--- src/rtl/pico_timer_array_if.sv ---
// Picoblaze port bus between the processor (master) and the timer block (slave).
interface pico_timer_array_if;
  logic [7:0] port_id;
  logic [7:0] data_in;
  logic [7:0] data_out;
  logic       read_strobe;
  logic       write_strobe;

  modport master (
    output port_id,
    output data_in,
    output read_strobe,
    output write_strobe,
    input  data_out
  );

  modport slave (
    input  port_id,
    input  data_in,
    input  read_strobe,
    input  write_strobe,
    output data_out
  );
endinterface

--- src/rtl/pico_timer_array.sv ---
// NUM_TIMERS down-counters with one shared prescaler, a port-mapped register file
// and a combined registered interrupt for a Picoblaze processor.
module pico_timer_array #(
  parameter logic [7:0] BASE_ADDRESS = 8'h00,
  parameter int         NUM_TIMERS   = 2,
  parameter int         COUNT_WIDTH  = 32
) (
  input  logic                  clk,
  input  logic                  reset_n,
  pico_timer_array_if.slave     bus,
  output logic                  interrupt,
  output logic [NUM_TIMERS-1:0] timer_expired
);

  localparam int         NUM_BYTES = COUNT_WIDTH / 8;
  localparam logic [7:0] PRESC_REL = 8'(8 * NUM_TIMERS);

  logic [7:0]            rel_s;
  logic [2:0]            off_s;
  logic [7:0]            prescale_r;
  logic [7:0]            presc_cnt_r;
  logic                  tick_s;
  logic                  presc_wr_s;
  logic [7:0]            rd_s;
  logic [7:0]            chan_rd_s;
  logic [7:0]            data_out_r;
  logic                  interrupt_r;
  logic [NUM_TIMERS-1:0] chan_hit_s;
  logic [NUM_TIMERS-1:0] en_s;
  logic [NUM_TIMERS-1:0] one_shot_s;
  logic [NUM_TIMERS-1:0] irq_en_s;
  logic [NUM_TIMERS-1:0] expired_s;
  logic [7:0]            count_lo_s [NUM_TIMERS];
  logic [23:0]           snap_hi_s  [NUM_TIMERS];

  assign rel_s      = bus.port_id - BASE_ADDRESS;
  assign off_s      = rel_s[2:0];
  assign presc_wr_s = bus.write_strobe && (rel_s == PRESC_REL);
  assign tick_s     = (presc_cnt_r == prescale_r);

  // Byte 0 of the count is always live; upper bytes come from the snapshot so
  // a multi-byte read started at +2 is coherent.
  function automatic logic [7:0] chan_byte(
    input logic [2:0]  off,
    input logic [2:0]  ctrl,
    input logic        expired,
    input logic [7:0]  count_lo,
    input logic [23:0] snap_hi
  );
    logic [7:0] b;
    case (off)
      3'd0:    b = {5'b00000, ctrl};
      3'd1:    b = {7'b0000000, expired};
      3'd2:    b = count_lo;
      3'd3:    b = snap_hi[7:0];
      3'd4:    b = snap_hi[15:8];
      3'd5:    b = snap_hi[23:16];
      default: b = 8'h00;
    endcase
    return b;
  endfunction

  for (genvar c = 0; c < NUM_TIMERS; c++) begin : g_chan
    logic [COUNT_WIDTH-1:0] count_r;
    logic [COUNT_WIDTH-1:0] reload_r;
    logic [23:0]            snap_r;
    logic                   en_r;
    logic                   one_shot_r;
    logic                   irq_en_r;
    logic                   expired_r;
    logic                   wr_hit_s;
    logic                   ctrl_wr_s;
    logic                   clear_s;
    logic                   snap_rd_s;
    logic                   expire_s;

    assign chan_hit_s[c] = (rel_s < PRESC_REL) && (rel_s[7:3] == 5'(c));
    assign wr_hit_s      = bus.write_strobe && chan_hit_s[c];
    assign ctrl_wr_s     = wr_hit_s && (off_s == 3'd0);
    assign clear_s       = wr_hit_s && (off_s == 3'd1) && bus.data_in[0];
    assign snap_rd_s     = bus.read_strobe && chan_hit_s[c] && (off_s == 3'd2);
    assign expire_s      = en_r && tick_s && (count_r == {COUNT_WIDTH{1'b0}});

    // Channel countdown, sticky expiry flag, control, reload and snapshot registers
    always_ff @(posedge clk or negedge reset_n) begin
      if (!reset_n) begin
        count_r    <= {COUNT_WIDTH{1'b0}};
        reload_r   <= {COUNT_WIDTH{1'b0}};
        snap_r     <= 24'h000000;
        en_r       <= 1'b0;
        one_shot_r <= 1'b0;
        irq_en_r   <= 1'b0;
        expired_r  <= 1'b0;
      end else begin
        if (en_r && tick_s) begin
          if (expire_s) begin
            if (one_shot_r) begin
              en_r <= 1'b0;
            end else begin
              count_r <= reload_r;
            end
          end else begin
            count_r <= count_r - COUNT_WIDTH'(1);
          end
        end
        // A hardware set on the same edge beats a software clear.
        if (expire_s) begin
          expired_r <= 1'b1;
        end else if (clear_s) begin
          expired_r <= 1'b0;
        end
        if (ctrl_wr_s) begin
          en_r       <= bus.data_in[0];
          one_shot_r <= bus.data_in[1];
          irq_en_r   <= bus.data_in[2];
          if (!en_r && bus.data_in[0]) begin
            count_r <= reload_r;
          end
        end
        for (int b = 0; b < NUM_BYTES; b++) begin
          if (wr_hit_s && (off_s == 3'(b + 2))) begin
            reload_r[8*b +: 8] <= bus.data_in;
          end
        end
        if (snap_rd_s) begin
          snap_r <= 24'(32'(count_r) >> 8);
        end
      end
    end

    assign en_s[c]       = en_r;
    assign one_shot_s[c] = one_shot_r;
    assign irq_en_s[c]   = irq_en_r;
    assign expired_s[c]  = expired_r;
    assign count_lo_s[c] = count_r[7:0];
    assign snap_hi_s[c]  = snap_r;
  end

  // Read-data mux: unmapped channels contribute zero, so an OR over channels selects
  always_comb begin
    chan_rd_s = 8'h00;
    for (int c = 0; c < NUM_TIMERS; c++) begin
      chan_rd_s = chan_rd_s | ({8{chan_hit_s[c]}} &
                  chan_byte(off_s, {irq_en_s[c], one_shot_s[c], en_s[c]},
                            expired_s[c], count_lo_s[c], snap_hi_s[c]));
    end
    if (rel_s == PRESC_REL) begin
      rd_s = prescale_r;
    end else begin
      rd_s = chan_rd_s;
    end
  end

  // Shared prescaler: counts 0..PRESCALE, restarted by any PRESCALE write
  always_ff @(posedge clk or negedge reset_n) begin
    if (!reset_n) begin
      prescale_r  <= 8'h00;
      presc_cnt_r <= 8'h00;
    end else if (presc_wr_s) begin
      prescale_r  <= bus.data_in;
      presc_cnt_r <= 8'h00;
    end else if (tick_s) begin
      presc_cnt_r <= 8'h00;
    end else begin
      presc_cnt_r <= presc_cnt_r + 8'd1;
    end
  end

  // Registered read data and combined interrupt
  always_ff @(posedge clk or negedge reset_n) begin
    if (!reset_n) begin
      data_out_r  <= 8'h00;
      interrupt_r <= 1'b0;
    end else begin
      data_out_r  <= rd_s;
      interrupt_r <= |(expired_s & irq_en_s);
    end
  end

  assign bus.data_out  = data_out_r;
  assign interrupt     = interrupt_r;
  assign timer_expired = expired_s;

endmodule

--- src/flat_wrapper.sv ---
// flat-port wrapper written by rule: the top's interface ports become plain ports
module pico_timer_array_flat 
#(
  parameter logic [7:0] BASE_ADDRESS = 8'h00,
  parameter int         NUM_TIMERS   = 2,
  parameter int         COUNT_WIDTH  = 32
)
  (clk, reset_n, interrupt, timer_expired, bus_port_id, bus_data_in, bus_read_strobe, bus_write_strobe, bus_data_out);
  pico_timer_array_if bus_i ();
  input  logic clk;
  input  logic reset_n;
  output logic interrupt;
  output logic [NUM_TIMERS-1:0] timer_expired;
  input wire logic [$bits(bus_i.port_id)-1:0] bus_port_id;
  input wire logic [$bits(bus_i.data_in)-1:0] bus_data_in;
  input wire logic [$bits(bus_i.read_strobe)-1:0] bus_read_strobe;
  input wire logic [$bits(bus_i.write_strobe)-1:0] bus_write_strobe;
  output wire logic [$bits(bus_i.data_out)-1:0] bus_data_out;
  assign bus_i.port_id = bus_port_id;
  assign bus_i.data_in = bus_data_in;
  assign bus_i.read_strobe = bus_read_strobe;
  assign bus_i.write_strobe = bus_write_strobe;
  assign bus_data_out = bus_i.data_out;
  pico_timer_array #(.BASE_ADDRESS(BASE_ADDRESS), .NUM_TIMERS(NUM_TIMERS), .COUNT_WIDTH(COUNT_WIDTH)) u_core (.clk(clk), .reset_n(reset_n), .bus(bus_i), .interrupt(interrupt), .timer_expired(timer_expired));
endmodule
--- config.mk ---
export PLATFORM = sky130hd
export DESIGN_NAME = pico_timer_array_flat
export DESIGN_NICKNAME = d
export VERILOG_FILES = /design/src/rtl/pico_timer_array_if.sv /design/src/rtl/pico_timer_array.sv /design/src/flat_wrapper.sv
export SDC_FILE = /design/constraint.sdc
export NUM_CORES = 1
export LEC_CHECK = 0
export ABC_AREA = 1
export BUFFER_PORTS_ARGS = -buffer_cell sky130_fd_sc_hd__buf_2
export CORE_ASPECT_RATIO = 1.5
export CORE_MARGIN = 4
export CORE_UTILIZATION = 25
export CTS_CLUSTER_DIAMETER = 30
export DETAILED_ROUTE_END_ITERATION = 10
export PLACE_DENSITY = 0.51
export REMOVE_ABC_BUFFERS = 1
export SLEW_MARGIN = 20
export SYNTH_ARGS = -nofsm -noshare
export SYNTH_HDL_FRONTEND = slang
export SYNTH_SLANG_ARGS = --single-unit
--- constraint.sdc ---
create_clock -name clk -period 2.8 [get_ports clk]
set_clock_uncertainty 0.1 [all_clocks]
set_input_delay 0.56 -clock clk [delete_from_list [all_inputs] [get_ports clk]]
set_output_delay 0.56 -clock clk [all_outputs]
set_load 0.02 [all_outputs]
==> results.ini, run 1 <==
[detailed_routing]
drt_iter0_drc=759
firstDrtPassIters=6
viasPerCell=4.87
num_vias=11200
wl_per_cell_um=19.0
routed_wl_um=43700
drcViolationCount=0
ant_nets=0

[logic_synthesis]
synth_xor_area_share_pct=3.98
synth-compound-area-share_pct=19.0
ys_ff_latch=209
ys_warn_count=0
muxShareOfSynthArea_pct=0.168
yosysUniqueCellTypes=44
synth_top_family_by_area=simple AND/OR/NAND/NOR gates
synth_fa_ha_area_share_pct=0.315
syn_avg_cell_area_um2=7.43
synth-seq-area-share_pct=44.0
synthSimpleGateAreaFrac_pct=25.0
synth_area_um2=11900
synth_cells=1601

[placement]
place.gp.congestion=0.895
port_buffers=30
placed_area_um2=12900
place_hpwl_um=31400

[setup_path]
worst-setup-path-type=reg -> reg
cp_num_cells=13
arrival_ns=2.75
crit_top_cell=nand2_1
required_ns=3.14
cp_top_family=simple AND/OR/NAND/NOR gates
cp_num_buf_inv=2
crit_path_start_kind=flop
critPathSlowestCell=dfrtp_1
crit_chain=inv_1 > nand2_1 > nand2_1 > nand2_1 > nor2_1 > nand2_2 > nor2_4 > nand2_4 > buf_4 > nand2_1 > o21ai_1 > nor2_1 > nor2_1
r2r_cells=13
crit_path_end_kind=flop
cp_slowest_stage_delay_ns=0.42
cp_max_fo=17

[clock_network]
clockBufferDepth=3
cts_buffers=44
cts_tree=yes
cts_max_level=2
post_cts_resize_count=0
cts_sinks=209
clock_latency_ns=0.56
cts-root-buf=clkbuf_16
clkSlewWorstSetupHoldPaths_ns=0.06
cts_hold_buffers=1
post-cts-setup-buffers=0

[pwr]
p_comb_share_pct=18.6
p_sw_uw=3840
p_sw_share_pct=32.8
p_per_area_nw_per_um2=807
p_seq_share_pct=33.5
power_leakage_uw=0.00663
intPower_uw=7860
ir_worst_vdd_mv=0.389
clock_power_share_pct=47.9

[worst_hold_path]
hp-class=in -> reg
whs_path_depth=3

[floorplan]
die_h_um=275
die_area_um2=51200
rows=97
num_io_pins=31
die_w_um=186
core_area_um2=46800
initial_utilization_pct=25.4

[sta]
finalSetupTns_ns=0
worst_pin_slew_ns=0.818
period_needed_ns=2.41
slew_violations=0
finalCritPeriodShare_pct=86.0
rsz0062_at_grt=no
finalSetupViolations=0
max_freq_ghz=0.415
maxSlewHeadroom_pct=45.4
hold_viol=0

[final_layout]
final_area_um2=14500
fin_nets=1689
drive_gt1_share_pct=12.4
area_growth_pct=21.8
final_cell_mix=nand2_1 (416), o21ai_0 (250), dfrtp_1 (209)
layout_commonest_cell=nand2_1

[global_route]
grt_max_degree=56
grt_pass1_wl_um=66700
antenna_found_initial=3
overflow=0
grt_pass1_vias=11300
track_usage_pct=17.0

[run]
cap_viol_max_count=0

[run_status]
status=complete, no violations

-- worst paths after layout --
check	end	slack (ns)	startpoint
min in group asynchronous	u_core.g_chan[0].reload_r[22]	0.42	reset_n
max in group asynchronous	u_core.g_chan[1].reload_r[5]	1.44	reset_n
max reg2reg	u_core.g_chan[1].count_r[13]	0.39	u_core.presc_cnt_r[0]
min reg2reg	u_core.g_chan[0].snap_r[1]	0.38	u_core.g_chan[0].snap_r[1]
max	u_core.g_chan[1].count_r[13]	0.39	u_core.presc_cnt_r[0]
min	u_core.g_chan[0].irq_en_r	0.20	bus_data_in[2]
-- per-layer routing --
layer	wire, µm	global-route usage, %	up-vias
met5	28	0	-
met4	2620	9.27	4
met3	1830	2.75	129
met2	22900	31.4	338
met1	16300	18.3	5326
li1	-	-	5376
-- power groups by stage --
stage / registers [µW] / logic (µW) / clock network (µW)
global placement: 3940 / 2150 / 0
detailed placement: 3940 / 2170 / 0
CTS: 3900 / 2180 / 5720
global route: 3960 / 2460 / 5860
floorplan: 3800 / 1450 / 0
finish: 3920 / 2180 / 5610
-- Yosys cell counts, drive strengths merged --
cell | n | area share, %
xor2 | 53 | 3.9
o221ai | 1 | 0.074
or2 | 1 | 0.053
nand4 | 9 | 0.70
clkinv | 4 | 0.14
nand2 | 426 | 14
o22ai | 29 | 1.9
dfrtp | 209 | 44
ha | 3 | 0.32
nor4 | 1 | 0.18
o21bai | 1 | 0.063
clkbuf | 37 | 1.2
o2111ai | 2 | 0.15
mux2i | 2 | 0.17
o31ai | 3 | 0.19
nand3b | 1 | 0.063
xnor2 | 1 | 0.074
a21oi | 64 | 2.7
a22o | 11 | 0.81
o211ai | 23 | 1.5
o21ai | 257 | 11
inv | 148 | 4.7
nor3 | 8 | 0.34
o2bb2ai | 3 | 0.22
a31oi | 9 | 0.47
nor2 | 212 | 7.4
buf | 27 | 1.7
nand3 | 56 | 2.5
-- through the flow --
| stage | util (%) | worst slack [ns] | hold slack, ns | power (µW) | cells |
|---|---|---|---|---|---|
| after detailed placement | 27.5 | 0.197 | 0.373 | 6110 | 2213 |
| after floorplan | - | 0.231 | 0.164 | 5250 | 1537 |
| final | 30.9 | 0.392 | 0.197 | 11700 | 2296 |
| after CTS | 30.9 | 0.423 | 0.172 | 11800 | 2295 |
| after global placement | 27.5 | 0.238 | 0.366 | 6090 | 2213 |
| after global routing | 30.9 | 0.229 | 0.203 | 12300 | 2296 |
-- layout make-up --
cell class	count	area [µm²]
Fill cell	5065	32400
Tap cell	594	743
Multi-Input combinational cell	1176	5760
Inverter	152	572
Clock inverter	30	422
Clock buffer	51	1170
Timing Repair Buffer	83	598
Sequential cell	209	5230
Antenna cell	1	2.50
-- logic make-up after synthesis --
kind of cell,Yosys count
and+or+nand+nor,714
AOI/OAI and AO/OA,403
buffers and inverters,216
DFF,209
xor gates and xnor gates,54
adders and majority gates,3
muxes,2
-- worst reg2reg max path, delay by kind of cell, from the launching register on --
kind                   cells  cell delay (ns)
and+or+nand+nor           10             1.36
DFF                        1             0.42
buffers and inverters      2             0.35
AOI/OAI and AO/OA          1             0.07
-- sequential cells by signal, indices dropped and copies added, names as in the netlist, 8 cells and up --
| signal | cells |
|---|---|
| u_core.g_chan.snap_r | 48 |
| u_core.g_chan.count_r | 64 |
| u_core.presc_cnt_r | 8 |
| u_core.bus.data_out | 8 |
| u_core.g_chan.reload_r | 64 |
| u_core.prescale_r | 8 |
Note: power is estimated with default switching activity, not from simulation.
==> run 2: changes to the inputs <==
--- a/config.mk
+++ b/config.mk
@@ -12,7 +12,7 @@
 export CORE_UTILIZATION = 25
 export CTS_CLUSTER_DIAMETER = 30
 export DETAILED_ROUTE_END_ITERATION = 10
-export PLACE_DENSITY = 0.51
+export PLACE_DENSITY = 0.52
 export REMOVE_ABC_BUFFERS = 1
 export SLEW_MARGIN = 20
 export SYNTH_ARGS = -nofsm -noshare
==> constraint.sdc (replaced) <==
create_clock -name clk -period 1.9 [get_ports clk]
set_clock_uncertainty 0.1 [all_clocks]
set_input_delay 0.38 -clock clk [delete_from_list [all_inputs] [get_ports clk]]
set_output_delay 0.38 -clock clk [all_outputs]
set_load 0.02 [all_outputs]
==> run 2 against run 1 <==
The run now ends with setup timing left; first-iteration DRC count is 12% higher; largest power group unchanged; sequential power rose by 42%; worst hold slack got worse by 0.15 ns; fmax is 25% higher; cell area increased by 22%; count of clock-buffer cells in the layout did not move; critical path type unchanged; critical path depth down 2; highest routed layer is now met4; register-to-register slack lost 0.42 ns; combinational power up 140%.
==> results.ini, run 2 (synthesis results as in run 1) <==
[floorplan]
die_h_um=275
initial_utilization_pct=25.4
die_w_um=186
core_area_um2=46800
die_area_um2=51200
num_io_pins=31
rows=97

[placement]
placed_area_um2=15000
place.gp.congestion=0.956
port_buffers=30
place_hpwl_um=35600

[clock_network]
cts-root-buf=clkbuf_16
clockBufferDepth=3
cts_tree=yes
clock_latency_ns=0.54
cts_sinks=209
clkSlewWorstSetupHoldPaths_ns=0.05
cts_buffers=44
cts_max_level=2

[sta]
maxSlewHeadroom_pct=55.5
finalCritPeriodShare_pct=101
period_needed_ns=1.93
slew_violations=0
hold_viol=0
worst_pin_slew_ns=0.661
finalSetupTns_ns=-0.0348
setup_ws_ns=-0.0273
rsz0062_at_grt=yes
max_freq_ghz=0.519
finalSetupViolations=3

[detailed_routing]
viasPerCell=4.82
drt_iter0_drc=848
routed_wl_um=48200
num_vias=12400
drcViolationCount=0
firstDrtPassIters=5
wl_per_cell_um=18.8
ant_nets=0

[final_layout]
final_util_pct=37.8
layout_commonest_cell=nand2_1
final_area_um2=17700
multi_input_area_um2=6480
register_area_um2=5230
reg_top3=u_core.g_chan.count_r: 64 flops, u_core.g_chan.reload_r: 64 flops, u_core.g_chan.snap_r: 48 flops
area_growth_pct=48.8
fin_nets=1958
final_cell_mix=nand2_1 (387), buf_4 (266), o21ai_0 (233)
drive_gt1_share_pct=32.3
final.fill_count=4880

[setup_path]
r2r_start=u_core.prescale_r[3]
arrival_ns=2.24
required_ns=2.22
rr_endpoint=u_core.g_chan[0].count_r[3]
crit_path_end_kind=flop
rrSetupSlack_ns=-0.03
r2r_cells=11
cp_max_fo=8
worst-setup-path-type=reg -> reg
crit_path_start_kind=flop

[worst_hold_path]
whs_path_depth=3
holdCritStartpoint=bus_data_in[2]
min_delay_worst_endpoint=u_core.g_chan[0].irq_en_r
hp-class=in -> reg

[pwr]
p_per_area_nw_per_um2=1060
ir_worst_vdd_mv=0.552
power_leakage_uw=0.00820

[global_route]
grt_pass1_vias=12200
overflow=0
antenna_found_initial=1
track_usage_pct=18.4
grt_max_degree=53
grt_pass1_wl_um=72100

[run_status]
status=complete, but fails checks
violations=setup timing

[run]
cap_viol_max_count=0

## run 2: changes by cell type in the layout (fill, tap and decap cells not counted), sizes merged
cell,previous run,this run
buf,82,347
clkbuf,51,54
clkinv,15,13
bufinv,7,6
clkinvlp,5,6
dlygate4sd3,1,2
## run 2: layout make-up
cell class / instances / area share, %
sequential: 209 / 29.5
timing repair buffer: 352 / 17.6
antenna: 1 / 0.0141
multi-input combinational: 1176 / 36.6
inverter: 152 / 3.31
clock buffer: 51 / 6.72
tap: 594 / 4.20
clock inverter: 28 / 2.01
## run 2: what timing repair did
item,CTS,global route
gates resized for setup,65,184
hold buffers,2,0
endpoints found under the setup margin,66,68
pin swaps,20,67
gates cloned,0,3
hold endpoints to repair,72,0
setup buffers,9,16
## run 2: stage by stage
step | instances | power (µW) | hold WS [ns] | setup WS, ns
floorplan | 1537 | 7740 | -0.0156 | -0.489
global placement | 2453 | 10100 | 0.193 | -0.175
detailed placement | 2453 | 10200 | 0.193 | -0.196
CTS | 2543 | 18600 | 0.000471 | -0.000155
global route | 2562 | 19700 | 0.0332 | -0.129
finish | 2563 | 18800 | 0.0419 | -0.0273
## run 2: per-layer routing
metal / GRT usage (%) / share of wire, %
met1: 20.1 / 37
met2: 34.7 / 54
met3: 2.50 / 3.8
met4: 8.56 / 5.1
met5: 0 / 0
## run 2: worst max path at each step
| stage | cells past startpoint | end | from |
|---|---|---|---|
| after global placement | 13 | u_core.g_chan[1].count_r[10] | u_core.prescale_r[4] |
| after floorplan | 9 | u_core.g_chan[0].count_r[11] | bus_port_id[5] |
| final | 11 | u_core.g_chan[0].count_r[3] | u_core.prescale_r[3] |
| after CTS | 12 | u_core.g_chan[1].count_r[14] | u_core.g_chan[1].count_r[6] |
| after detailed placement | 9 | u_core.g_chan[0].count_r[0] | u_core.g_chan[0].count_r[26] |
| after global routing | 11 | u_core.g_chan[0].count_r[3] | u_core.prescale_r[6] |
## run 2: power breakdown
part	switching, µW	internal (µW)	total (µW)	leakage [µW]
combinational	2870	2290	5170	0.00481
clock	2720	5340	8070	0.000747
sequential	515	5060	5580	0.00264
## run 2: critical path, cell delays in order (launching register included)
cell       delay, ns
dfrtp_1         0.39
inv_2           0.06
nand2_1         0.05
nand2_1         0.06
nor2_1          0.11
nand2_1         0.09
nor2_4          0.26
nand2_8         0.14
buf_12          0.16
clkbuf_16       0.16
a21oi_1         0.13
a21oi_1         0.08
==> run 3: changes to the inputs <==
--- a/config.mk
+++ b/config.mk
@@ -13,7 +13,6 @@
 export CTS_CLUSTER_DIAMETER = 30
 export DETAILED_ROUTE_END_ITERATION = 10
 export PLACE_DENSITY = 0.52
-export REMOVE_ABC_BUFFERS = 1
 export SLEW_MARGIN = 20
 export SYNTH_ARGS = -nofsm -noshare
 export SYNTH_HDL_FRONTEND = slang
==> run 3 against run 2 <==
The run still ends with setup timing left; die area stayed put; sequential share of layout area is 0.62 points higher; wire length shrank 2.5%; combinational power increased by 1%; utilization down 0.74 points; non-clock buffer count grew 6; cell count is 0.23% higher; critical path depth unchanged; via count decreased by 1.8%; worst hold slack worse by 0.0071 ns; critical path type unchanged.
==> results.ini, run 3 (synthesis results as in run 1) <==
[detailed_routing]
drcViolationCount=0
wl_per_cell_um=18.3
drt_iter0_drc=746
firstDrtPassIters=7
ant_nets=0
num_vias=12100
routed_wl_um=47000
viasPerCell=4.72

[final_layout]
fin_cells=2569
drive_gt1_share_pct=30.3
reg_top3=u_core.g_chan.count_r: 64 flops, u_core.g_chan.reload_r: 64 flops, u_core.g_chan.snap_r: 48 flops
layout_commonest_cell=nand2_1
fin_nets=1963
multi_input_area_um2=6230
register_area_um2=5240
final_cell_mix=nand2_1 (388), buf_4 (276), o21ai_0 (237)
area_growth_pct=45.9
final.fill_count=4794

[sta]
hold_viol=0
rsz0062_at_grt=yes
maxSlewHeadroom_pct=65.3
max_freq_ghz=0.504
finalSetupViolations=32
finalSetupTns_ns=-1.22
slew_violations=0
worst_pin_slew_ns=0.515
setup_ws_ns=-0.0830
period_needed_ns=1.98
finalCritPeriodShare_pct=104

[clock_network]
cts_buffers=43
clockBufferDepth=3
cts_tree=yes
cts_max_level=2
cts-root-buf=clkbuf_16
cts_sinks=209
clkSlewWorstSetupHoldPaths_ns=0.06
clock_latency_ns=0.57

[run_status]
violations=setup timing
status=complete, but fails checks

[floorplan]
rows=97
initial_utilization_pct=25.4
die_h_um=275
die_area_um2=51200
die_w_um=186
core_area_um2=46800
num_io_pins=31

[setup_path]
cp_max_fo=5
arrival_ns=2.35
required_ns=2.27
crit_path_start_kind=flop
r2r_cells=11
worst-setup-path-type=reg -> reg
crit_path_end_kind=flop

[run]
cap_viol_max_count=0

[pwr]
ir_worst_vdd_mv=0.552
power_leakage_uw=0.00813
p_per_area_nw_per_um2=1070

[worst_hold_path]
whs_path_depth=3
hp-class=in -> reg

[logic_synthesis]
syn-num-nets=1624

[global_route]
grt_pass1_wl_um=71400
grt_pass1_vias=12400
antenna_found_initial=0
grt_max_degree=51
overflow=0
track_usage_pct=18.2

[placement]
place_hpwl_um=34700
dp.cells=2452
port_buffers=30
place.gp.congestion=0.945

-- run 3: changes by cell type in the layout (fill, tap and decap cells not counted), sizes merged --
cell      delta
buf          +7
inv          +5
bufinv       -2
clkbuf       -5
clkinvlp     -1
clkinv       +2
-- run 3: path summary, 6_finish.rpt --
kind	start	to	slack, ns
max in group asynchronous	reset_n	u_core.g_chan[0].count_r[7]	0.72
worst max-delay path	u_core.g_chan[1].count_r[1]	u_core.g_chan[1].count_r[29]	-0.08
min in group asynchronous	reset_n	u_core.g_chan[1].count_r[19]	0.24
worst max register to register	u_core.g_chan[1].count_r[1]	u_core.g_chan[1].count_r[29]	-0.08
worst min register to register	u_core.g_chan[0].snap_r[9]	u_core.g_chan[0].snap_r[9]	0.38
worst min-delay path	bus_data_in[1]	u_core.g_chan[0].one_shot_r	0.03
-- run 3: through the flow --
step	hold slack [ns]	cell area [µm²]	util [%]	power [µW]	setup WS [ns]
2_1_floorplan	-0.0156	11900	-	7760	0.00570
3_3_place_gp	0.238	14900	31.8	10300	-0.227
3_5_place_dp	0.236	14900	31.8	10300	-0.235
4_1_cts	0.0135	16900	36.1	18600	-0.0800
5_1_grt	0.0203	17400	37.0	19500	-0.196
6_report	0.0349	17400	37.0	18600	-0.0830
-- run 3: what timing repair did --
item / in CTS / in global routing
endpoints found under the setup margin: 67 / 75
setup buffers: 12 / 18
hold endpoints to repair: 43 / 0
gates cloned: 3 / 2
pin swaps: 30 / 57
gates resized for setup: 97 / 95
hold buffers: 2 / 0
-- run 3: final cells by class --
class	instances	area share, %
Clock inverter	32	2.34
Antenna cell	1	0.0144
Sequential cell	209	30.2
Timing Repair Buffer	358	17.6
Clock buffer	47	6.40
Tap cell	594	4.28
Inverter	152	3.31
Multi-Input combinational cell	1176	35.9
-- run 3: layer usage --
layer | GRT usage [%] | routed length [µm] | part of all wire [%]
met1 | 18.7 | 16600 | 35
met2 | 34.0 | 25000 | 53
met3 | 2.12 | 1860 | 4.0
met4 | 12.1 | 3630 | 7.7
met5 | 0 | 0 | 0
-- run 3: where the power goes --
part           leakage, µW  internal (µW)  switching, µW
logic              0.00477           2220           3000
clock network     0.000726           4930           2910
registers          0.00263           5060            479
-- run 3: critical path, cell delays in order, from the launching register on --
cell and delay, ns:
dfrtp_1 0.37, inv_1 0.09, ha_2 0.19, nand2_2 0.08
nor2_4 0.15, nand2_1 0.13, nor2_4 0.13, nand4_4 0.12
buf_6 0.17, nand3_1 0.08, nand2_1 0.08, a21oi_2 0.18
